[src/rtl/riscv_ctrl_pkg.sv]
// Shared control constants for the multicycle RV32I core: opcodes, FSM states,
// datapath select encodings and the per-cycle control word.
package riscv_ctrl_pkg;

    localparam int unsigned OP_W    = 7;
    localparam int unsigned STATE_W = 4;
    localparam int unsigned SEL_W   = 2;

    localparam logic [OP_W-1:0] OP_LW  = 7'b0000011;
    localparam logic [OP_W-1:0] OP_SW  = 7'b0100011;
    localparam logic [OP_W-1:0] OP_R   = 7'b0110011;
    localparam logic [OP_W-1:0] OP_I   = 7'b0010011;
    localparam logic [OP_W-1:0] OP_BEQ = 7'b1100011;
    localparam logic [OP_W-1:0] OP_JAL = 7'b1101111;

    typedef enum logic [STATE_W-1:0] {
        S_FETCH    = 4'd0,
        S_DECODE   = 4'd1,
        S_MEMADR   = 4'd2,
        S_MEMREAD  = 4'd3,
        S_MEMWB    = 4'd4,
        S_MEMWRITE = 4'd5,
        S_EXECR    = 4'd6,
        S_ALUWB    = 4'd7,
        S_EXECI    = 4'd8,
        S_JAL      = 4'd9,
        S_BEQ      = 4'd10,
        S_ILLEGAL  = 4'd11
    } state_t;

    localparam logic [SEL_W-1:0] RES_ALUOUT = 2'b00;
    localparam logic [SEL_W-1:0] RES_RDATA  = 2'b01;
    localparam logic [SEL_W-1:0] RES_ALU    = 2'b10;

    localparam logic [SEL_W-1:0] SRCA_PC    = 2'b00;
    localparam logic [SEL_W-1:0] SRCA_OLDPC = 2'b01;
    localparam logic [SEL_W-1:0] SRCA_RS1   = 2'b10;

    localparam logic [SEL_W-1:0] SRCB_RS2   = 2'b00;
    localparam logic [SEL_W-1:0] SRCB_IMM   = 2'b01;
    localparam logic [SEL_W-1:0] SRCB_FOUR  = 2'b10;

    localparam logic [SEL_W-1:0] ALUOP_ADD   = 2'b00;
    localparam logic [SEL_W-1:0] ALUOP_SUB   = 2'b01;
    localparam logic [SEL_W-1:0] ALUOP_FUNCT = 2'b10;

    localparam logic [SEL_W-1:0] IMM_I = 2'b00;
    localparam logic [SEL_W-1:0] IMM_S = 2'b01;
    localparam logic [SEL_W-1:0] IMM_B = 2'b10;
    localparam logic [SEL_W-1:0] IMM_J = 2'b11;

    typedef struct packed {
        logic             pc_write;
        logic             adr_src;
        logic             mem_write;
        logic             ir_write;
        logic             reg_write;
        logic [SEL_W-1:0] result_src;
        logic [SEL_W-1:0] alu_src_a;
        logic [SEL_W-1:0] alu_src_b;
        logic [SEL_W-1:0] alu_op;
        logic [SEL_W-1:0] imm_src;
        logic             instr_done;
    } ctrl_word_t;

    // Immediate format follows the opcode alone; R-type has no immediate so it takes I.
    function automatic logic [SEL_W-1:0] imm_sel(input logic [OP_W-1:0] op);
        case (op)
            OP_SW:   imm_sel = IMM_S;
            OP_BEQ:  imm_sel = IMM_B;
            OP_JAL:  imm_sel = IMM_J;
            default: imm_sel = IMM_I;
        endcase
    endfunction

endpackage

[src/rtl/multicycle_control_fsm_if.sv]
// Controller <-> datapath bundle: IR opcode, ALU flag, memory handshake in; control word out.
interface multicycle_control_fsm_if;
    import riscv_ctrl_pkg::*;

    logic [OP_W-1:0]    op;
    logic               zero;
    logic               mem_ready;
    logic               pc_write;
    logic               adr_src;
    logic               mem_write;
    logic               ir_write;
    logic               reg_write;
    logic [SEL_W-1:0]   result_src;
    logic [SEL_W-1:0]   alu_src_a;
    logic [SEL_W-1:0]   alu_src_b;
    logic [SEL_W-1:0]   alu_op;
    logic [SEL_W-1:0]   imm_src;
    logic               instr_done;
    logic               illegal_op;
    logic [STATE_W-1:0] state;

    modport master (
        input  op, zero, mem_ready,
        output pc_write, adr_src, mem_write, ir_write, reg_write, result_src,
               alu_src_a, alu_src_b, alu_op, imm_src, instr_done, illegal_op, state
    );

    modport slave (
        output op, zero, mem_ready,
        input  pc_write, adr_src, mem_write, ir_write, reg_write, result_src,
               alu_src_a, alu_src_b, alu_op, imm_src, instr_done, illegal_op, state
    );
endinterface

[src/rtl/mc_control_word_decoder.sv]
// Pure combinational mapping from FSM state plus op/zero/mem_ready to the datapath control word.
module mc_control_word_decoder
    import riscv_ctrl_pkg::*;
(
    input  state_t          i_state,
    input  logic [OP_W-1:0] i_op,
    input  logic            i_zero,
    input  logic            i_mem_ready,
    output ctrl_word_t      o_cw_c
);

    always_comb begin
        o_cw_c         = '0;
        o_cw_c.imm_src = imm_sel(i_op);
        case (i_state)
            S_FETCH: begin
                o_cw_c.alu_src_a  = SRCA_PC;
                o_cw_c.alu_src_b  = SRCB_FOUR;
                o_cw_c.alu_op     = ALUOP_ADD;
                o_cw_c.result_src = RES_ALU;
                o_cw_c.ir_write   = i_mem_ready;
                o_cw_c.pc_write   = i_mem_ready;
            end
            S_DECODE: begin
                o_cw_c.alu_src_a = SRCA_OLDPC;
                o_cw_c.alu_src_b = SRCB_IMM;
                o_cw_c.alu_op    = ALUOP_ADD;
            end
            S_MEMADR, S_EXECI: begin
                o_cw_c.alu_src_a = SRCA_RS1;
                o_cw_c.alu_src_b = SRCB_IMM;
                o_cw_c.alu_op    = (i_state == S_EXECI) ? ALUOP_FUNCT : ALUOP_ADD;
            end
            S_MEMREAD: begin
                o_cw_c.adr_src    = 1'b1;
                o_cw_c.result_src = RES_ALUOUT;
            end
            S_MEMWB: begin
                o_cw_c.result_src = RES_RDATA;
                o_cw_c.reg_write  = 1'b1;
                o_cw_c.instr_done = 1'b1;
            end
            S_MEMWRITE: begin
                o_cw_c.adr_src    = 1'b1;
                o_cw_c.mem_write  = 1'b1;
                o_cw_c.instr_done = i_mem_ready;
            end
            S_EXECR: begin
                o_cw_c.alu_src_a = SRCA_RS1;
                o_cw_c.alu_src_b = SRCB_RS2;
                o_cw_c.alu_op    = ALUOP_FUNCT;
            end
            S_ALUWB: begin
                o_cw_c.result_src = RES_ALUOUT;
                o_cw_c.reg_write  = 1'b1;
                o_cw_c.instr_done = 1'b1;
            end
            S_JAL: begin
                o_cw_c.alu_src_a  = SRCA_OLDPC;
                o_cw_c.alu_src_b  = SRCB_FOUR;
                o_cw_c.alu_op     = ALUOP_ADD;
                o_cw_c.result_src = RES_ALUOUT;
                o_cw_c.pc_write   = 1'b1;
            end
            S_BEQ: begin
                o_cw_c.alu_src_a  = SRCA_RS1;
                o_cw_c.alu_src_b  = SRCB_RS2;
                o_cw_c.alu_op     = ALUOP_SUB;
                o_cw_c.result_src = RES_ALUOUT;
                o_cw_c.pc_write   = i_zero;
                o_cw_c.instr_done = 1'b1;
            end
            default: ;
        endcase
    end

endmodule

[src/rtl/multicycle_control_fsm.sv]
// Main multicycle RV32I control FSM: state register, next-state logic and sticky illegal-op flag.
// The control word itself comes from mc_control_word_decoder; write enables are masked in reset.
module multicycle_control_fsm
    import riscv_ctrl_pkg::*;
#(
    parameter logic [STATE_W-1:0] RESET_STATE = 4'd0
) (
    input  logic                      clk,
    input  logic                      reset,
    multicycle_control_fsm_if.master  ctl_if
);

    state_t     r_state;
    state_t     w_next;
    logic       r_illegal;
    ctrl_word_t w_cw;

    always_ff @(posedge clk) begin
        if (reset) begin
            r_state   <= state_t'(RESET_STATE);
            r_illegal <= 1'b0;
        end else begin
            r_state <= w_next;
            if (w_next == S_ILLEGAL) begin
                r_illegal <= 1'b1;
            end
        end
    end

    always_comb begin
        w_next = r_state;
        case (r_state)
            S_FETCH:    w_next = ctl_if.mem_ready ? S_DECODE : S_FETCH;
            S_DECODE: begin
                case (ctl_if.op)
                    OP_LW, OP_SW: w_next = S_MEMADR;
                    OP_R:         w_next = S_EXECR;
                    OP_I:         w_next = S_EXECI;
                    OP_BEQ:       w_next = S_BEQ;
                    OP_JAL:       w_next = S_JAL;
                    default:      w_next = S_ILLEGAL;
                endcase
            end
            // IR cannot change outside FETCH, so only lw/sw can reach here.
            S_MEMADR: begin
                case (ctl_if.op)
                    OP_LW:   w_next = S_MEMREAD;
                    OP_SW:   w_next = S_MEMWRITE;
                    default: w_next = S_ILLEGAL;
                endcase
            end
            S_MEMREAD:  w_next = ctl_if.mem_ready ? S_MEMWB : S_MEMREAD;
            S_MEMWB:    w_next = S_FETCH;
            S_MEMWRITE: w_next = ctl_if.mem_ready ? S_FETCH : S_MEMWRITE;
            S_EXECR:    w_next = S_ALUWB;
            S_ALUWB:    w_next = S_FETCH;
            S_EXECI:    w_next = S_ALUWB;
            S_JAL:      w_next = S_ALUWB;
            S_BEQ:      w_next = S_FETCH;
            S_ILLEGAL:  w_next = S_ILLEGAL;
            default:    w_next = S_ILLEGAL;
        endcase
    end

    mc_control_word_decoder u_cw_dec (
        .i_state     (r_state),
        .i_op        (ctl_if.op),
        .i_zero      (ctl_if.zero),
        .i_mem_ready (ctl_if.mem_ready),
        .o_cw_c      (w_cw)
    );

    assign ctl_if.pc_write   = w_cw.pc_write   & ~reset;
    assign ctl_if.ir_write   = w_cw.ir_write   & ~reset;
    assign ctl_if.mem_write  = w_cw.mem_write  & ~reset;
    assign ctl_if.reg_write  = w_cw.reg_write  & ~reset;
    assign ctl_if.instr_done = w_cw.instr_done & ~reset;
    assign ctl_if.adr_src    = w_cw.adr_src;
    assign ctl_if.result_src = w_cw.result_src;
    assign ctl_if.alu_src_a  = w_cw.alu_src_a;
    assign ctl_if.alu_src_b  = w_cw.alu_src_b;
    assign ctl_if.alu_op     = w_cw.alu_op;
    assign ctl_if.imm_src    = w_cw.imm_src;
    assign ctl_if.illegal_op = r_illegal & ~reset;
    assign ctl_if.state      = r_state;

endmodule

[src/flat_wrapper.sv]
// flat-port wrapper written by rule: the top's interface ports become plain ports
module multicycle_control_fsm_flat import riscv_ctrl_pkg::*;
#(
    parameter logic [STATE_W-1:0] RESET_STATE = 4'd0
)
  (clk, reset, ctl_if_op, ctl_if_zero, ctl_if_mem_ready, ctl_if_pc_write, ctl_if_adr_src, ctl_if_mem_write, ctl_if_ir_write, ctl_if_reg_write, ctl_if_result_src, ctl_if_alu_src_a, ctl_if_alu_src_b, ctl_if_alu_op, ctl_if_imm_src, ctl_if_instr_done, ctl_if_illegal_op, ctl_if_state);
  multicycle_control_fsm_if ctl_if_i ();
  input  logic clk;
  input  logic reset;
  input wire logic [$bits(ctl_if_i.op)-1:0] ctl_if_op;
  input wire logic [$bits(ctl_if_i.zero)-1:0] ctl_if_zero;
  input wire logic [$bits(ctl_if_i.mem_ready)-1:0] ctl_if_mem_ready;
  output wire logic [$bits(ctl_if_i.pc_write)-1:0] ctl_if_pc_write;
  output wire logic [$bits(ctl_if_i.adr_src)-1:0] ctl_if_adr_src;
  output wire logic [$bits(ctl_if_i.mem_write)-1:0] ctl_if_mem_write;
  output wire logic [$bits(ctl_if_i.ir_write)-1:0] ctl_if_ir_write;
  output wire logic [$bits(ctl_if_i.reg_write)-1:0] ctl_if_reg_write;
  output wire logic [$bits(ctl_if_i.result_src)-1:0] ctl_if_result_src;
  output wire logic [$bits(ctl_if_i.alu_src_a)-1:0] ctl_if_alu_src_a;
  output wire logic [$bits(ctl_if_i.alu_src_b)-1:0] ctl_if_alu_src_b;
  output wire logic [$bits(ctl_if_i.alu_op)-1:0] ctl_if_alu_op;
  output wire logic [$bits(ctl_if_i.imm_src)-1:0] ctl_if_imm_src;
  output wire logic [$bits(ctl_if_i.instr_done)-1:0] ctl_if_instr_done;
  output wire logic [$bits(ctl_if_i.illegal_op)-1:0] ctl_if_illegal_op;
  output wire logic [$bits(ctl_if_i.state)-1:0] ctl_if_state;
  assign ctl_if_i.op = ctl_if_op;
  assign ctl_if_i.zero = ctl_if_zero;
  assign ctl_if_i.mem_ready = ctl_if_mem_ready;
  assign ctl_if_pc_write = ctl_if_i.pc_write;
  assign ctl_if_adr_src = ctl_if_i.adr_src;
  assign ctl_if_mem_write = ctl_if_i.mem_write;
  assign ctl_if_ir_write = ctl_if_i.ir_write;
  assign ctl_if_reg_write = ctl_if_i.reg_write;
  assign ctl_if_result_src = ctl_if_i.result_src;
  assign ctl_if_alu_src_a = ctl_if_i.alu_src_a;
  assign ctl_if_alu_src_b = ctl_if_i.alu_src_b;
  assign ctl_if_alu_op = ctl_if_i.alu_op;
  assign ctl_if_imm_src = ctl_if_i.imm_src;
  assign ctl_if_instr_done = ctl_if_i.instr_done;
  assign ctl_if_illegal_op = ctl_if_i.illegal_op;
  assign ctl_if_state = ctl_if_i.state;
  multicycle_control_fsm #(.RESET_STATE(RESET_STATE)) u_core (.clk(clk), .reset(reset), .ctl_if(ctl_if_i));
endmodule
[config.mk]
export PLATFORM = sky130hd
export DESIGN_NAME = multicycle_control_fsm_flat
export DESIGN_NICKNAME = d
export VERILOG_FILES = /design/src/rtl/riscv_ctrl_pkg.sv /design/src/rtl/multicycle_control_fsm_if.sv /design/src/rtl/mc_control_word_decoder.sv /design/src/rtl/multicycle_control_fsm.sv /design/src/flat_wrapper.sv
export SDC_FILE = /design/constraint.sdc
export NUM_CORES = 1
export LEC_CHECK = 0
export CORE_UTILIZATION = 43
export CTS_CLUSTER_SIZE = 28
export DETAILED_ROUTE_END_ITERATION = 6
export PLACE_DENSITY = 0.87
export SLEW_MARGIN = 20
export SYNTH_ARGS = -nofsm -noshare
export SYNTH_HDL_FRONTEND = slang
export SYNTH_SLANG_ARGS = --single-unit
[constraint.sdc]
create_clock -name clk -period 3.93 [get_ports clk]
set_input_delay 0.786 -clock clk [delete_from_list [all_inputs] [get_ports clk]]
set_output_delay 0.786 -clock clk [all_outputs]
set_load 0.005 [all_outputs]
==> qor.txt <==
TNS Setup: 0 ns
Pre-CTS WS: 0.687 ns
Starting DRC count in detailed routing: 16
H-tree Lvls: 1
Clock root cell: clkbuf_4
Post-synth EDFFs: 0
Metal2 WL: 835 microns
Post-route ant nets: 0
Layout cell share with drive strength beyond 1: 10.1%
CTS Buf Count: 3
First-pass GRT wire length: 2.92 mm
Dpl hpwl: 1.30 mm
Overflow after GRT: 0
Hold Vio Cnt, Final: 0
Initial antenna violation count: 0
Synth Cell Area: 682 sq um
Yosys reg bits: 5
Total GRT Usage: 20.1%
Die area: 1750 sq um
Largest cells by area after synthesis: dfxtp_1 (15%), nor2_1 (6.1%), nor3_1 (5.9%), a2111oi_4 (4.0%), nand4bb_4 (4.0%)
# resized after CTS: 0
CP arrival: 2.45 ns
Max cap viols: 0
Setup violations, final: 0
Clock sink total: 5
Top cell type's share of synthesized area: 14.7%
CP required: 3.14 ns
CP Capture Type: output port
Die height: 41.8 microns
Worst setup SP type: input pin
Tightest Hold Check Type: flip-flop to flip-flop
Fin Hold WS: 0.470 ns
Final worst slack: 0.691 ns
Vias: 776
Outcome: complete, no violations
Die W: 41.8 microns
Post-synth ARST share: 0%
# diodes: 0
Post-synthesis cell count: 92
Clk slew on worst S/H paths: 0.04 ns
PortBufs: 31
Drt pass-1 iters: 4
Core area: 1490 sq um
DR top layer: met3
Final core occ: 66.8%
Synth warn: 0
Top-count cell post-synth: nor2_1
Slew Limit Fails: 0
Least-Margin Pin Slew: 0.596 ns
PD cells: 655 nW/um^2
Largest fanout on the critical path: 8
RSZ-0062 raised after global routing: false
Cell taking the most area after synthesis: dfxtp_1
Clk_skew: 0.00443 ns
Via density: 5.75
Total power: 0.000651 W
Leak Pwr: 0.348 nW
Max VDD drop: 0.000444 V
F_max: 309 MHz
CTS tree: built
Max-slew headroom: 60.2%
Number of setup buffers added after CTS: 0
I/O Pins: 32
Most used DFF post-synth: dfxtp_1
Syn Area/Cell: 7.41 sq um
Syn nets: 103
Crit Path Category: input pin to output port
Largest net degree at the start of global routing: 21
Longest Clk Path Bufs: 2
M1 WL: 768 microns
Starting Density: 45.8%
Commonest cells post-synth: nor2_1 (11), nor3_1 (8), nand2_1 (7)
Number of remaining DRC errors: 0
Clk_lat worst skew: 0.24 ns
Fin crit share: 82.4%
Area Overhead vs Synth: 45.9%
Min cycle time layout: 3.24 ns
Hold_buf cts: 0
Total wire length: 1.69 mm
GPL Wtd Cong: 0.806
Site Rows: 14
Vias in the first global route: 696
WL per Instance: 12.5 microns
Sequential fraction of the synthesis area: 14.7%
Final nets: 131
Synth cell types: 39
WL met3: 82 microns
==> critical path, cell delays in order <==
cell and delay [ns]:
clkdlybuf4s50_1 0.69, nand3_1 0.18, o22ai_1 0.14, nor2b_1 0.14
clkdlybuf4s50_1 0.51
==> cells by family (layout without fill, tap and decap cells) <==
family | after synthesis | after routing | share of synthesized area, %
flip-flops | 5 | 5 | 14.7
AND/OR/NAND/NOR | 48 | 48 | 41.8
multiplexers | 1 | 1 | 1.65
AO/OA/AOI/OAI | 22 | 22 | 28.8
buffers and inverters | 13 | 40 | 9.17
XOR/XNOR | 3 | 3 | 3.85
==> metrics by stage <==
step | std cells | cell area (sq um)
detailed placement | 131 | 968
finish | 135 | 995
CTS | 135 | 995
global placement | 131 | 968
floorplan | 92 | 682
global route | 135 | 995
==> state kept, by name, summed over array words and instances, names as in the netlist <==
register,cells
u_core.ctl_if.state,4
u_core.r_illegal,1
==> layout by cell type (no fill, tap or decap), types with 2 or more instances in the layout <==
cell | synthesis | final
nor4_1 | 2 | 2
nand3b_1 | 3 | 3
a31oi_1 | 2 | 2
inv_1 | 4 | 4
nand2b_1 | 2 | 2
clkbuf_4 | 0 | 3
o21ai_0 | 4 | 4
a21oi_1 | 3 | 3
nor2b_1 | 4 | 4
or3b_1 | 2 | 2
dfxtp_1 | 5 | 5
nor3_1 | 8 | 8
and3_1 | 2 | 2
o31ai_1 | 2 | 2
clkdlybuf4s50_1 | 0 | 31
xor2_1 | 3 | 3
nand2_1 | 7 | 7
nor2_1 | 11 | 11
nand3_1 | 2 | 2
==> layer usage <==
| metal | vias up | GRT usage, % |
|---|---|---|
| li1 | 395 | - |
| met1 | 355 | 25.5 |
| met2 | 26 | 35.9 |
| met3 | 0 | 4.78 |
| met4 | 0 | 1.29 |
| met5 | - | 0 |
==> final timing paths <==
path / startpoint / endpoint / slack [ns] / cells after the start
worst max-delay path: ctl_if_op[6] / ctl_if_imm_src[0] / 0.69 / 5
worst min-delay path: u_core.r_illegal / u_core.r_illegal / 0.47 / 2
worst max register to register: u_core.ctl_if.state[1] / u_core.r_illegal / 2.03 / 5
worst min register to register: u_core.r_illegal / u_core.r_illegal / 0.47 / 2
==> power breakdown <==
group / leakage (nW) / switching (W) / internal [W] / total (W)
sequential: 0.0413 / 0.0000773 / 0.0000735 / 0.000151
combinational: 0.291 / 0.000180 / 0.000261 / 0.000440
clock: 0.0150 / 0.0000217 / 0.0000384 / 0.0000601
total: 0.348 / 0.000279 / 0.000373 / 0.000651
==> cell type report <==
| type | instances | area (sq um) |
|---|---|---|
| Clock buffer | 4 | 26.3 |
| Inverter | 5 | 18.8 |
| Multi-Input combinational cell | 74 | 519 |
| Sequential cell | 5 | 100 |
| Fill cell | 142 | 494 |
| Tap cell | 16 | 20.0 |
| Timing Repair Buffer | 31 | 310 |
(Power assumes the default switching activity.)
